===== src/rtl/psw_pkg.sv =====
// Shared definitions for the PSW flag / branch unit.
//   - Flag bit positions inside the {N,Z,V,C} word.
//   - Branch condition codes.
//   - Branch handshake FSM state encoding.
//   - JK flip-flop next-state helper.
package psw_pkg;

  localparam int unsigned CondWidth = 4;
  localparam int unsigned PswWidth  = 4;

  localparam int unsigned IDX_N = 3;
  localparam int unsigned IDX_Z = 2;
  localparam int unsigned IDX_V = 1;
  localparam int unsigned IDX_C = 0;

  localparam logic [CondWidth-1:0] COND_BR   = 4'h0;
  localparam logic [CondWidth-1:0] COND_BEQ  = 4'h1;
  localparam logic [CondWidth-1:0] COND_BNE  = 4'h2;
  localparam logic [CondWidth-1:0] COND_BMI  = 4'h3;
  localparam logic [CondWidth-1:0] COND_BPL  = 4'h4;
  localparam logic [CondWidth-1:0] COND_BCS  = 4'h5;
  localparam logic [CondWidth-1:0] COND_BCC  = 4'h6;
  localparam logic [CondWidth-1:0] COND_BVS  = 4'h7;
  localparam logic [CondWidth-1:0] COND_BVC  = 4'h8;
  localparam logic [CondWidth-1:0] COND_BLT  = 4'h9;
  localparam logic [CondWidth-1:0] COND_BGE  = 4'hA;
  localparam logic [CondWidth-1:0] COND_BLE  = 4'hB;
  localparam logic [CondWidth-1:0] COND_BGT  = 4'hC;
  localparam logic [CondWidth-1:0] COND_BHI  = 4'hD;
  localparam logic [CondWidth-1:0] COND_BLS  = 4'hE;
  localparam logic [CondWidth-1:0] COND_RSVD = 4'hF;

  typedef enum logic [1:0] {
    StIdle = 2'd0,
    StEval = 2'd1,
    StResp = 2'd2
  } br_state_e;

  // Classic JK: 00 hold, 10 set, 01 clear, 11 toggle.
  function automatic logic jk_next(input logic q, input logic j, input logic k);
    logic r;
    r = q;
    if (j && k) begin
      r = ~q;
    end else if (j) begin
      r = 1'b1;
    end else if (k) begin
      r = 1'b0;
    end
    return r;
  endfunction

endpackage


===== src/rtl/branch_cond_eval.sv =====
// Purely combinational branch condition evaluator.
//   cond    : condition code
//   psw     : {N,Z,V,C}
//   taken   : condition result (0 for the reserved code)
//   illegal : reserved condition code seen
module branch_cond_eval
  import psw_pkg::*;
(
  input  logic [CondWidth-1:0] cond,
  input  logic [PswWidth-1:0]  psw,
  output logic                 taken,
  output logic                 illegal
);

  logic n, z, v, c;

  always_comb begin
    n       = psw[IDX_N];
    z       = psw[IDX_Z];
    v       = psw[IDX_V];
    c       = psw[IDX_C];
    taken   = 1'b0;
    illegal = 1'b0;
    unique case (cond)
      COND_BR:   taken = 1'b1;
      COND_BEQ:  taken = z;
      COND_BNE:  taken = ~z;
      COND_BMI:  taken = n;
      COND_BPL:  taken = ~n;
      COND_BCS:  taken = c;
      COND_BCC:  taken = ~c;
      COND_BVS:  taken = v;
      COND_BVC:  taken = ~v;
      COND_BLT:  taken = n ^ v;
      COND_BGE:  taken = ~(n ^ v);
      COND_BLE:  taken = z | (n ^ v);
      COND_BGT:  taken = ~(z | (n ^ v));
      COND_BHI:  taken = ~c & ~z;
      COND_BLS:  taken = c | z;
      COND_RSVD: illegal = 1'b1;
    endcase
  end

endmodule


===== src/rtl/psw_flags_branch_unit.sv =====
// PSW flag register with shadow copy and branch condition handshake.
//   clk, rst            : clock, synchronous active-high reset
//   J_x / K_x           : per-flag JK controls (N, Z, V, C)
//   psw_save            : copy PSW into the shadow (trap entry)
//   psw_restore         : load PSW from the shadow (RTI); overrides JK and save
//   br_req / br_cond    : branch evaluation request, accepted when br_ready=1
//   br_ack              : sequencer consumed the result
//   br_ready            : idle, can accept a request
//   br_valid            : br_taken / br_illegal valid, held until br_ack
//   psw_out             : {N,Z,V,C} register value
//   ctl_err             : one-cycle pulse after simultaneous save and restore
module psw_flags_branch_unit
  import psw_pkg::*;
#(
  parameter int unsigned COND_W = CondWidth,
  parameter int unsigned PSW_W  = PswWidth
) (
  input  logic              clk,
  input  logic              rst,
  input  logic              J_N,
  input  logic              K_N,
  input  logic              J_Z,
  input  logic              K_Z,
  input  logic              J_V,
  input  logic              K_V,
  input  logic              J_C,
  input  logic              K_C,
  input  logic              psw_save,
  input  logic              psw_restore,
  input  logic              br_req,
  input  logic [COND_W-1:0] br_cond,
  input  logic              br_ack,
  output logic              br_ready,
  output logic              br_valid,
  output logic              br_taken,
  output logic              br_illegal,
  output logic [PSW_W-1:0]  psw_out,
  output logic              ctl_err
);

  logic [PSW_W-1:0]  psw_q, psw_d;
  logic [PSW_W-1:0]  shadow_q, shadow_d;
  logic [PSW_W-1:0]  j_vec, k_vec, jk_val;
  logic              ctl_err_q;
  br_state_e         state_q;
  logic [COND_W-1:0] cond_q;
  logic              eval_taken, eval_illegal;

  always_comb begin
    j_vec = '0;
    k_vec = '0;
    j_vec[IDX_N] = J_N;
    j_vec[IDX_Z] = J_Z;
    j_vec[IDX_V] = J_V;
    j_vec[IDX_C] = J_C;
    k_vec[IDX_N] = K_N;
    k_vec[IDX_Z] = K_Z;
    k_vec[IDX_V] = K_V;
    k_vec[IDX_C] = K_C;
    for (int i = 0; i < int'(PSW_W); i++) begin
      jk_val[i] = jk_next(psw_q[i], j_vec[i], k_vec[i]);
    end
    psw_d    = psw_restore ? shadow_q : jk_val;
    // Shadow takes the pre-update PSW; a colliding restore wins and the save is dropped.
    shadow_d = (psw_save && !psw_restore) ? psw_q : shadow_q;
  end

  always_ff @(posedge clk) begin
    if (rst) begin
      psw_q     <= '0;
      shadow_q  <= '0;
      ctl_err_q <= 1'b0;
    end else begin
      psw_q     <= psw_d;
      shadow_q  <= shadow_d;
      ctl_err_q <= psw_save & psw_restore;
    end
  end

  // Evaluated against next-state PSW so flag updates issued during EVAL are seen;
  // the request-cycle update is already in psw_q by then.
  branch_cond_eval u_eval (
    .cond    (cond_q),
    .psw     (psw_d),
    .taken   (eval_taken),
    .illegal (eval_illegal)
  );

  always_ff @(posedge clk) begin
    if (rst) begin
      state_q    <= StIdle;
      cond_q     <= '0;
      br_ready   <= 1'b1;
      br_valid   <= 1'b0;
      br_taken   <= 1'b0;
      br_illegal <= 1'b0;
    end else begin
      unique case (state_q)
        StIdle: begin
          if (br_req) begin
            cond_q   <= br_cond;
            br_ready <= 1'b0;
            state_q  <= StEval;
          end
        end
        StEval: begin
          br_taken   <= eval_taken;
          br_illegal <= eval_illegal;
          br_valid   <= 1'b1;
          state_q    <= StResp;
        end
        StResp: begin
          if (br_ack) begin
            br_valid <= 1'b0;
            br_ready <= 1'b1;
            state_q  <= StIdle;
          end
        end
        default: begin
          br_valid <= 1'b0;
          br_ready <= 1'b1;
          state_q  <= StIdle;
        end
      endcase
    end
  end

  assign psw_out = psw_q;
  assign ctl_err = ctl_err_q;

endmodule


===== config.mk =====
export PLATFORM = sky130hd
export DESIGN_NAME = psw_flags_branch_unit
export DESIGN_NICKNAME = d
export VERILOG_FILES = /design/src/rtl/psw_pkg.sv /design/src/rtl/branch_cond_eval.sv /design/src/rtl/psw_flags_branch_unit.sv
export SDC_FILE = /design/constraint.sdc
export NUM_CORES = 1
export LEC_CHECK = 0
export CELL_PAD_IN_SITES_DETAIL_PLACEMENT = 2
export CELL_PAD_IN_SITES_GLOBAL_PLACEMENT = 2
export CORE_MARGIN = 8
export CORE_UTILIZATION = 29
export CTS_CLUSTER_SIZE = 10
export DETAILED_ROUTE_END_ITERATION = 10
export PLACE_DENSITY_LB_ADDON = 0.2
export SYNTH_ARGS = -nofsm -noshare
export SYNTH_HDL_FRONTEND = slang
export SYNTH_SLANG_ARGS = --single-unit

===== constraint.sdc =====
create_clock -name clk -period 4.6 [get_ports clk]
set_clock_uncertainty 0.2 [all_clocks]
set_input_delay 0.92 -clock clk [delete_from_list [all_inputs] [get_ports clk]]
set_output_delay 0.92 -clock clk [all_outputs]
set_load 0.005 [all_outputs]

==> impl_metrics.csv, run 1 <==
group,metric,value,unit
status,outcome,"complete, no violations",
synthesis,synth_top_area_share,38.8,%
pwr,power_density,269,mW/mm^2
routing,dr.pass1.iters,5,
timing,worstMarginPinSlew,0.738,ns
placement,port_buffers,26,
final_layout,antenna_cells,0,
clocking,cts_buffers,3,
setup_path,timing.rr.start,"psw_out[3]",
final_layout,final_nets,155,
synthesis,synth_ff_type,"dfxtp_1",
timing,fin_setup_tns,0,ns
placement,place_hpwl,2100,microns
timing,final-setup-viol-count,0,
setup_path,worst_setup_path_end_kind,"flip-flop",
global_route,grt_pass1_vias,964,
hold_path,hold_path_class,"flip-flop to flip-flop",
global_route,overflow,0,
clocking,cts_buffer_depth,2,
pwr,ir_drop,0.109,mV
clocking,cts-htree-levels,1,
setup_path,arrival,2.99,ns
floorplan,die_h,74.1,microns
timing,hold_ws,0.303,ns
global_route,grt_pass1_wl,4460,microns
setup_path,critPathKind,"primary input to flip-flop",
clocking,holdBufCountCts,0,
global_route,grt_max_degree,21,
timing,rsz0062_at_grt,"no",
timing,final_max_slew_viol_count,0,
timing,slew_headroom,50.6,%
clocking,clock_latency,0.31,ns
routing,vias_per_cell,4.93,
setup_path,cp-startpoint,"psw_restore",
routing,wire_per_inst,14.8,microns
synthesis,synth-seq-cells,19,
final_layout,drive_gt1_share,5.88,%
global_route,antenna_found_initial,0,
floorplan,die_w,74.1,microns
final_layout,fill_cells,393,
floorplan,core_region_area,0.00328,sq mm
synthesis,yosysWarnings,0,
synthesis,yosys-top-cells-area,"dfxtp_1 39%, mux2i_1 12%, nor2_1 8.0%",
routing,finalWirelength,2690,microns
synthesis,syn_nets,130,
hold_path,hold_start,"br_valid",
synthesis,synth_top_area_cell,"dfxtp_1",
synthesis,synth.most_common_cell,"nor2_1",
setup_path,worstPathCellList,"clkdlybuf4s50_1, or2b_1, o31ai_4, xnor2_1, mux2i_1, o211ai_1, nor4_1, o21ai_1",
clocking,cts_setup_buffers,0,
placement,dpl.cell_count,178,
clocking,cts_resized,0,
routing,highest_layer,"met4",
flow_run,cap_violations,0,
setup_path,cp_slowest_cell,"clkdlybuf4s50_1",
routing,met2WireLength,1390,microns
routing,drtAntennaViolNets,0,
synthesis,syn_inst,112,
clocking,cts_tree,"built",
synthesis,synthDistinctLibCells,35,
floorplan,die-area,0.00549,sq mm
timing,period_needed,2.98,ns
placement,gp_congestion,0.675,
synthesis,yosysSeqAreaShare,38.8,%
global_route,grtUsageTotal,10.5,%
clocking,clk_pin_slew,0.12,ns
synthesis,synthTopCellsByCount,"21 x nor2_1, 19 x dfxtp_1, 12 x mux2i_1, 8 x nand2_1, 7 x nor2b_1",
pwr,p_leak,0.483,nW
final_layout,stdcell_count,182,
routing,drt-met1-wl,1130,microns
setup_path,required,4.61,ns
floorplan,rows,21,
synthesis,netlist_area,980,sq um
synthesis,avgSynthCellArea,8.75,sq um
timing,post-route-period-util,64.7,%
routing,route.detailed.drc,0,
clocking,cts_sinks,19,
setup_path,cp_max_fo,12,
setup_path,slowest_delay,0.80,ns
routing,vias,897,
timing,timing.fmax,336,MHz
final_layout,multi_input_area,564,sq um
final_layout,ff_latch_area,380,sq um
floorplan,start_util,29.8,%
routing,wl_met3,136,microns
routing,drt_iter0_drc,29,
timing,hold_violations,0,
floorplan,ios,27,
setup_path,start_kind,"primary input",
clocking,cts-root-buf,"clkbuf_4",
synthesis,synth_edf_count,0,
synthesis,synth-async-reset-ratio,0,%
final_layout,syn2layout_area_growth,32.1,%
area by class of cell:
type                       instances  area share [%]
multi-input combinational         86            43.6
sequential                        19            29.4
timing repair buffer              26            20.1
tap                               46            4.45
clock buffer                       3            1.74
clock inverter                     1           0.387
inverter                           1           0.290
registers in the layout, indices dropped and copies added, names as in the netlist:
| signal | cells |
|---|---|
| cond_q | 4 |
| psw_out | 4 |
| shadow_q | 4 |
| state_q | 2 |
| br_illegal | 1 |
| br_ready | 1 |
| br_taken | 1 |
| br_valid | 1 |
| ctl_err | 1 |
worst paths after layout:
kind	to	slack (ns)	cells after the start
worst min-delay path	br_valid	0.30	2
worst max register to register	br_taken	2.59	7
worst max-delay path	br_taken	1.62	8
worst min register to register	br_valid	0.30	2
power by group:
| group | leakage, nW | internal, mW | switching (mW) |
|---|---|---|---|
| clock | 0.0177 | 0.0325 | 0.0561 |
| combinational | 0.309 | 0.0425 | 0.0320 |
| sequential | 0.156 | 0.174 | 0.0105 |
cells in the final DEF (no fill, tap or decap), types with 2 or more instances in the layout:
cell type	n
or2b_1	2
nor3_1	4
nor2b_1	7
o31ai_4	2
a21oi_1	4
clkbuf_4	3
mux2i_1	12
nand4b_1	2
clkdlybuf4s50_1	26
nand2b_1	3
dfxtp_1	19
nor2_1	21
nand3b_1	2
nand2_1	8
cell families (layout without fill, tap and decap cells):
family | count (synthesis) | in the layout | share of synthesized area, %
AND/OR/NAND/NOR | 56 | 56 | 29.5
buffers and inverters | 7 | 31 | 3.57
AO/OA/AOI/OAI | 16 | 16 | 13.8
XOR/XNOR | 1 | 1 | 0.894
multiplexers | 13 | 13 | 13.4
flip-flops | 19 | 19 | 38.8
per-layer routing:
layer	vias up	GRT usage, %
li1	436	-
met1	440	10.9
met2	17	18.7
met3	4	2.96
met4	0	5.32
met5	-	0
per-stage QoR:
step,util (%),power [mW],cell area [sq um],setup WS [ns]
after global placement,38.6,0.261,1270,1.35
after detailed placement,38.6,0.265,1270,1.24
final,39.4,0.347,1290,1.62
after global routing,39.4,0.370,1290,1.48
after CTS,39.4,0.356,1290,1.59
after floorplan,-,0.230,980,2.12
worst max-delay path, delay by kind of cell:
family | cells | cell delay, ns
AND/OR/NAND/NOR | 2 | 0.55
AO/OA/AOI/OAI | 3 | 0.30
XOR/XNOR | 1 | 0.19
multiplexers | 1 | 0.23
buffers and inverters | 1 | 0.80
No activity file was read; power rests on OpenSTA's default activity.
==> run 2: changes to the inputs <==
Settings changed: CORE_UTILIZATION 29 to 24.
Clock period 4.6 ns to 2.5 ns, I/O delays scaled along.
==> impl_metrics.csv, run 2 (synthesis results as in run 1) <==
group,metric,value,unit
status,outcome,"complete, no violations",
hold_path,holdPathEnd,"br_taken",
floorplan,start_util,24.7,%
global_route,antenna_found_initial,0,
final_layout,multi_input_area,564,sq um
routing,vias,913,
routing,route.detailed.drc,0,
setup_path,r2r_end,"br_taken",
final_layout,postLayoutCellArea,0.00138,sq mm
placement,gp_congestion,0.756,
hold_path,hold_start,"br_taken",
setup_path,critPathKind,"primary input to flip-flop",
timing,fin_setup_tns,0,ns
pwr,ir_drop,0.184,mV
routing,vias_per_cell,4.71,
pwr,p_leak,0.538,nW
clocking,cts_buffer_depth,2,
routing,drtAntennaViolNets,0,
hold_path,hold_depth,2,
setup_path,timing.rr.start,"psw_out[3]",
final_layout,ff_latch_area,380,sq um
timing,timing.fmax,434,MHz
setup_path,reg2reg_slack,0.43,ns
setup_path,worstPathCellList,"clkdlybuf4s50_1, nor2b_1, o31ai_4, xnor2_1, mux2i_1, o211ai_1, nor4_1, o21ai_1",
final_layout,final_nets,163,
clocking,clock_latency,0.26,ns
global_route,overflow,0,
final_layout,drive_gt1_share,11.1,%
flow_run,cap_violations,0,
placement,place_hpwl,2230,microns
global_route,grt_max_degree,13,
floorplan,rows,23,
routing,wire_per_inst,14.8,microns
global_route,grt_pass1_vias,1008,
pwr,power_density,517,mW/mm^2
final_layout,syn2layout_area_growth,40.9,%
setup_path,worst_setup_path_end_kind,"flip-flop",
hold_path,hold_path_class,"flip-flop to flip-flop",
timing,post-route-period-util,92.2,%
clocking,cts-root-buf,"clkbuf_8",
clocking,cts_tree,"built",
placement,postPlaceCellArea,0.00133,sq mm
setup_path,cp_max_fo,6,
timing,rsz0062_at_grt,"no",
final_layout,antenna_cells,0,
setup_path,reg2regPathDepth,7,
floorplan,core_region_area,0.00397,sq mm
clocking,clk_pin_slew,0.07,ns
floorplan,die-area,0.00638,sq mm
timing,period_needed,2.31,ns
timing,hold_violations,0,
clocking,cts_buffers,3,
setup_path,slowest_delay,0.46,ns
clocking,cts-htree-levels,1,
timing,slew_headroom,68.7,%
timing,final-setup-viol-count,0,
floorplan,die_w,79.9,microns
final_layout,fill_cells,465,
timing,final_max_slew_viol_count,0,
routing,drt_iter0_drc,7,
floorplan,ios,27,
setup_path,cp_slowest_cell,"clkdlybuf4s50_1",
setup_path,required,2.45,ns
setup_path,arrival,2.25,ns
timing,worstMarginPinSlew,0.458,ns
global_route,grt_pass1_wl,4800,microns
routing,dr.pass1.iters,2,
final_layout,layout_common_cells,"25 x clkdlybuf4s50_1, 21 x nor2_1, 19 x dfxtp_1, 12 x mux2i_1",
floorplan,die_h,79.9,microns
clocking,cts_sinks,19,
routing,finalWirelength,2870,microns
timing,hold_ws,0.298,ns
final_layout,final_common_cell,"clkdlybuf4s50_1",
placement,port_buffers,26,
global_route,grtUsageTotal,9.55,%
setup_path,start_kind,"primary input",
==> run 2: cell type report <==
type                            instances  share of cell area (%)
Multi-Input combinational cell         86                    40.9
Sequential cell                        19                    27.6
Timing Repair Buffer                   34                    23.4
Tap cell                               50                    4.53
Clock buffer                            3                    2.99
Clock inverter                          1                   0.363
Inverter                                1                   0.272
==> run 2: critical path: cells and delay by family <==
| family | cells | cell delay [ns] |
|---|---|---|
| compound gates | 3 | 0.57 |
| xor+xnor | 1 | 0.19 |
| buf+inv | 1 | 0.46 |
| mux | 1 | 0.22 |
| simple gates | 2 | 0.31 |
==> run 2: worst max-delay path by stage <==
stage | start | to | slack [ns] | cells past startpoint
after floorplan | psw_restore | br_taken | 0.44 | 7
after global placement | psw_restore | br_taken | -0.15 | 8
after detailed placement | psw_restore | br_taken | -0.23 | 8
after CTS | psw_restore | br_taken | 0.03 | 8
after global routing | K_N | br_taken | 0.05 | 8
final | K_N | br_taken | 0.19 | 8
==> run 2: metal layers <==
| layer | global-route usage (%) | routed length [microns] |
|---|---|---|
| met1 | 10.0 | 1210 |
| met2 | 16.7 | 1410 |
| met3 | 2.93 | 194 |
| met4 | 4.91 | 51 |
| met5 | 0 | 0 |
==> run 2: timing repair <==
item                                    in CTS  in global routing
hold buffers                                 0                  0
gates resized for setup                      0                  1
setup buffers                                0                  0
endpoints found under the setup margin       0                  1
==> run 2: power by group <==
part | internal (mW) | total, mW | switching (mW)
Sequential | 0.319 | 0.339 | 0.0199
Clock | 0.111 | 0.223 | 0.112
Combinational | 0.0878 | 0.151 | 0.0629
==> run 2: stage by stage <==
stage / setup slack, ns / total power, mW / util (%) / std cells
final: 0.195 / 0.714 / 34.8 / 194
after global routing: 0.0474 / 0.757 / 34.8 / 194
after CTS: 0.0301 / 0.730 / 34.7 / 194
after detailed placement: -0.228 / 0.499 / 33.5 / 190
after global placement: -0.154 / 0.494 / 33.5 / 190
after floorplan: 0.440 / 0.423 / - / 112
==> run 3: changes to the inputs <==
Settings changed: MAX_ROUTING_LAYER set to met4.
==> impl_metrics.csv, run 3 (synthesis results as in run 1) <==
group,metric,value,unit
status,outcome,"complete, no violations",
final_layout,antenna_cells,0,
pwr,ir_drop,0.184,mV
global_route,grt_pass1_wl,4800,microns
global_route,overflow,0,
setup_path,cp_max_fo,6,
setup_path,start_kind,"primary input",
floorplan,rows,23,
routing,drtAntennaViolNets,0,
timing,slew_headroom,68.7,%
setup_path,reg2regPathDepth,7,
final_layout,syn2layout_area_growth,40.9,%
timing,rsz0062_at_grt,"no",
timing,period_needed,2.31,ns
final_layout,final_common_cell,"clkdlybuf4s50_1",
timing,fin_ws,0.195,ns
hold_path,hold_start,"br_taken",
hold_path,hold_path_class,"flip-flop to flip-flop",
routing,drt_iter0_drc,7,
hold_path,holdPathEnd,"br_taken",
routing,vias_per_cell,4.71,
timing,worstMarginPinSlew,0.458,ns
setup_path,reg2reg_slack,0.43,ns
pwr,power_density,517,mW/mm^2
setup_path,critPathKind,"primary input to flip-flop",
placement,post-place-ws,-0.228,ns
setup_path,timing.rr.start,"psw_out[3]",
floorplan,die_w,79.9,microns
clocking,clk_pin_slew,0.07,ns
timing,timing.fmax,434,MHz
clocking,cts-htree-levels,1,
routing,dr.pass1.iters,2,
setup_path,worst_setup_path_end_kind,"flip-flop",
floorplan,ios,27,
flow_run,cap_violations,0,
timing,post-route-period-util,92.2,%
clocking,cts_buffers,3,
routing,wire_per_inst,14.8,microns
clocking,clock_latency,0.26,ns
hold_path,hold_depth,2,
clocking,cts_sinks,19,
timing,final-setup-viol-count,0,
pwr,p_leak,0.538,nW
placement,gp_congestion,0.766,
global_route,antenna_found_initial,0,
clocking,cts_buffer_depth,2,
setup_path,r2r_end,"br_taken",
final_layout,postLayoutCellArea,0.00138,sq mm
clocking,cts-root-buf,"clkbuf_8",
global_route,grt_max_degree,13,
setup_path,arrival,2.25,ns
placement,place_hpwl,2230,microns
final_layout,drive_gt1_share,11.1,%
clocking,cts_setup_buffers,0,
clocking,cts_tree,"built",
global_route,grt_pass1_vias,1008,
timing,final_max_slew_viol_count,0,
timing,hold_violations,0,
placement,port_buffers,26,
setup_path,required,2.45,ns
final_layout,layout_common_cells,"25 x clkdlybuf4s50_1, 21 x nor2_1, 19 x dfxtp_1, 12 x mux2i_1",
floorplan,core_region_area,0.00397,sq mm
floorplan,die_h,79.9,microns
final_layout,final_nets,163,
global_route,grtUsageTotal,9.83,%
floorplan,start_util,24.7,%
routing,vias,913,
placement,postPlaceCellArea,0.00133,sq mm
floorplan,die-area,0.00638,sq mm
routing,route.detailed.drc,0,
routing,finalWirelength,2870,microns
-- run 3: cell counts in the layout (fill, tap and decap cells not counted) --
Identical to the previous run, type by type.
-- run 3: area by class of cell --
cell class,count,area (sq um)
flip-flops and latches,19,380
well taps,50,62.6
multi-input cells,86,564
clock inverters,1,5.00
repair buffers,34,323
clock buffers,3,41.3
fillers,465,2590
inverters,1,3.75
-- run 3: report_power, final --
part	switching [mW]	total [mW]	internal (mW)
clock network	0.112	0.223	0.111
logic	0.0628	0.151	0.0878
registers	0.0199	0.339	0.319
-- run 3: how the worst max path moves through the flow --
stage	start	to	slack (ns)	depth (start not counted)
3_3_place_gp	psw_restore	br_taken	-0.15	8
2_1_floorplan	psw_restore	br_taken	0.44	7
4_1_cts	psw_restore	br_taken	0.03	8
3_5_place_dp	psw_restore	br_taken	-0.23	8
5_1_grt	K_N	br_taken	0.05	8
6_report	K_N	br_taken	0.19	8
-- run 3: timing repair --
| item | 4_1_cts | 5_1_grt |
|---|---|---|
| hold buffers | 0 | 0 |
| gates resized for setup | 0 | 1 |
| endpoints found under the setup margin | 0 | 1 |
-- run 3: per-layer routing --
layer  global-route usage, %  up-vias  wire length, microns
li1                        -      451                     -
met2                    16.7       22                  1410
met5                       -        -                     0
met3                    2.48        4                   165
met4                    4.91        0                    51
met1                    10.3      436                  1240
-- run 3: worst max-delay path, stage by stage --
cell	delay [ns]
clkdlybuf4s50_1	0.46
nor2b_1	0.07
o31ai_4	0.36
xnor2_1	0.19
mux2i_1	0.22
o211ai_1	0.11
nor4_1	0.24
o21ai_1	0.10
-- run 3: through the flow --
stage | hold WS [ns] | TNS [ns] | total power, mW | utilization, % | cells
after detailed placement | 0.287 | -0.228 | 0.499 | 33.5 | 190
after global placement | 0.275 | -0.154 | 0.494 | 33.5 | 190
after global routing | 0.341 | 0 | 0.757 | 34.8 | 194
final | 0.298 | 0 | 0.714 | 34.8 | 194
after floorplan | 0.251 | 0 | 0.423 | - | 112
after CTS | 0.309 | 0 | 0.730 | 34.7 | 194
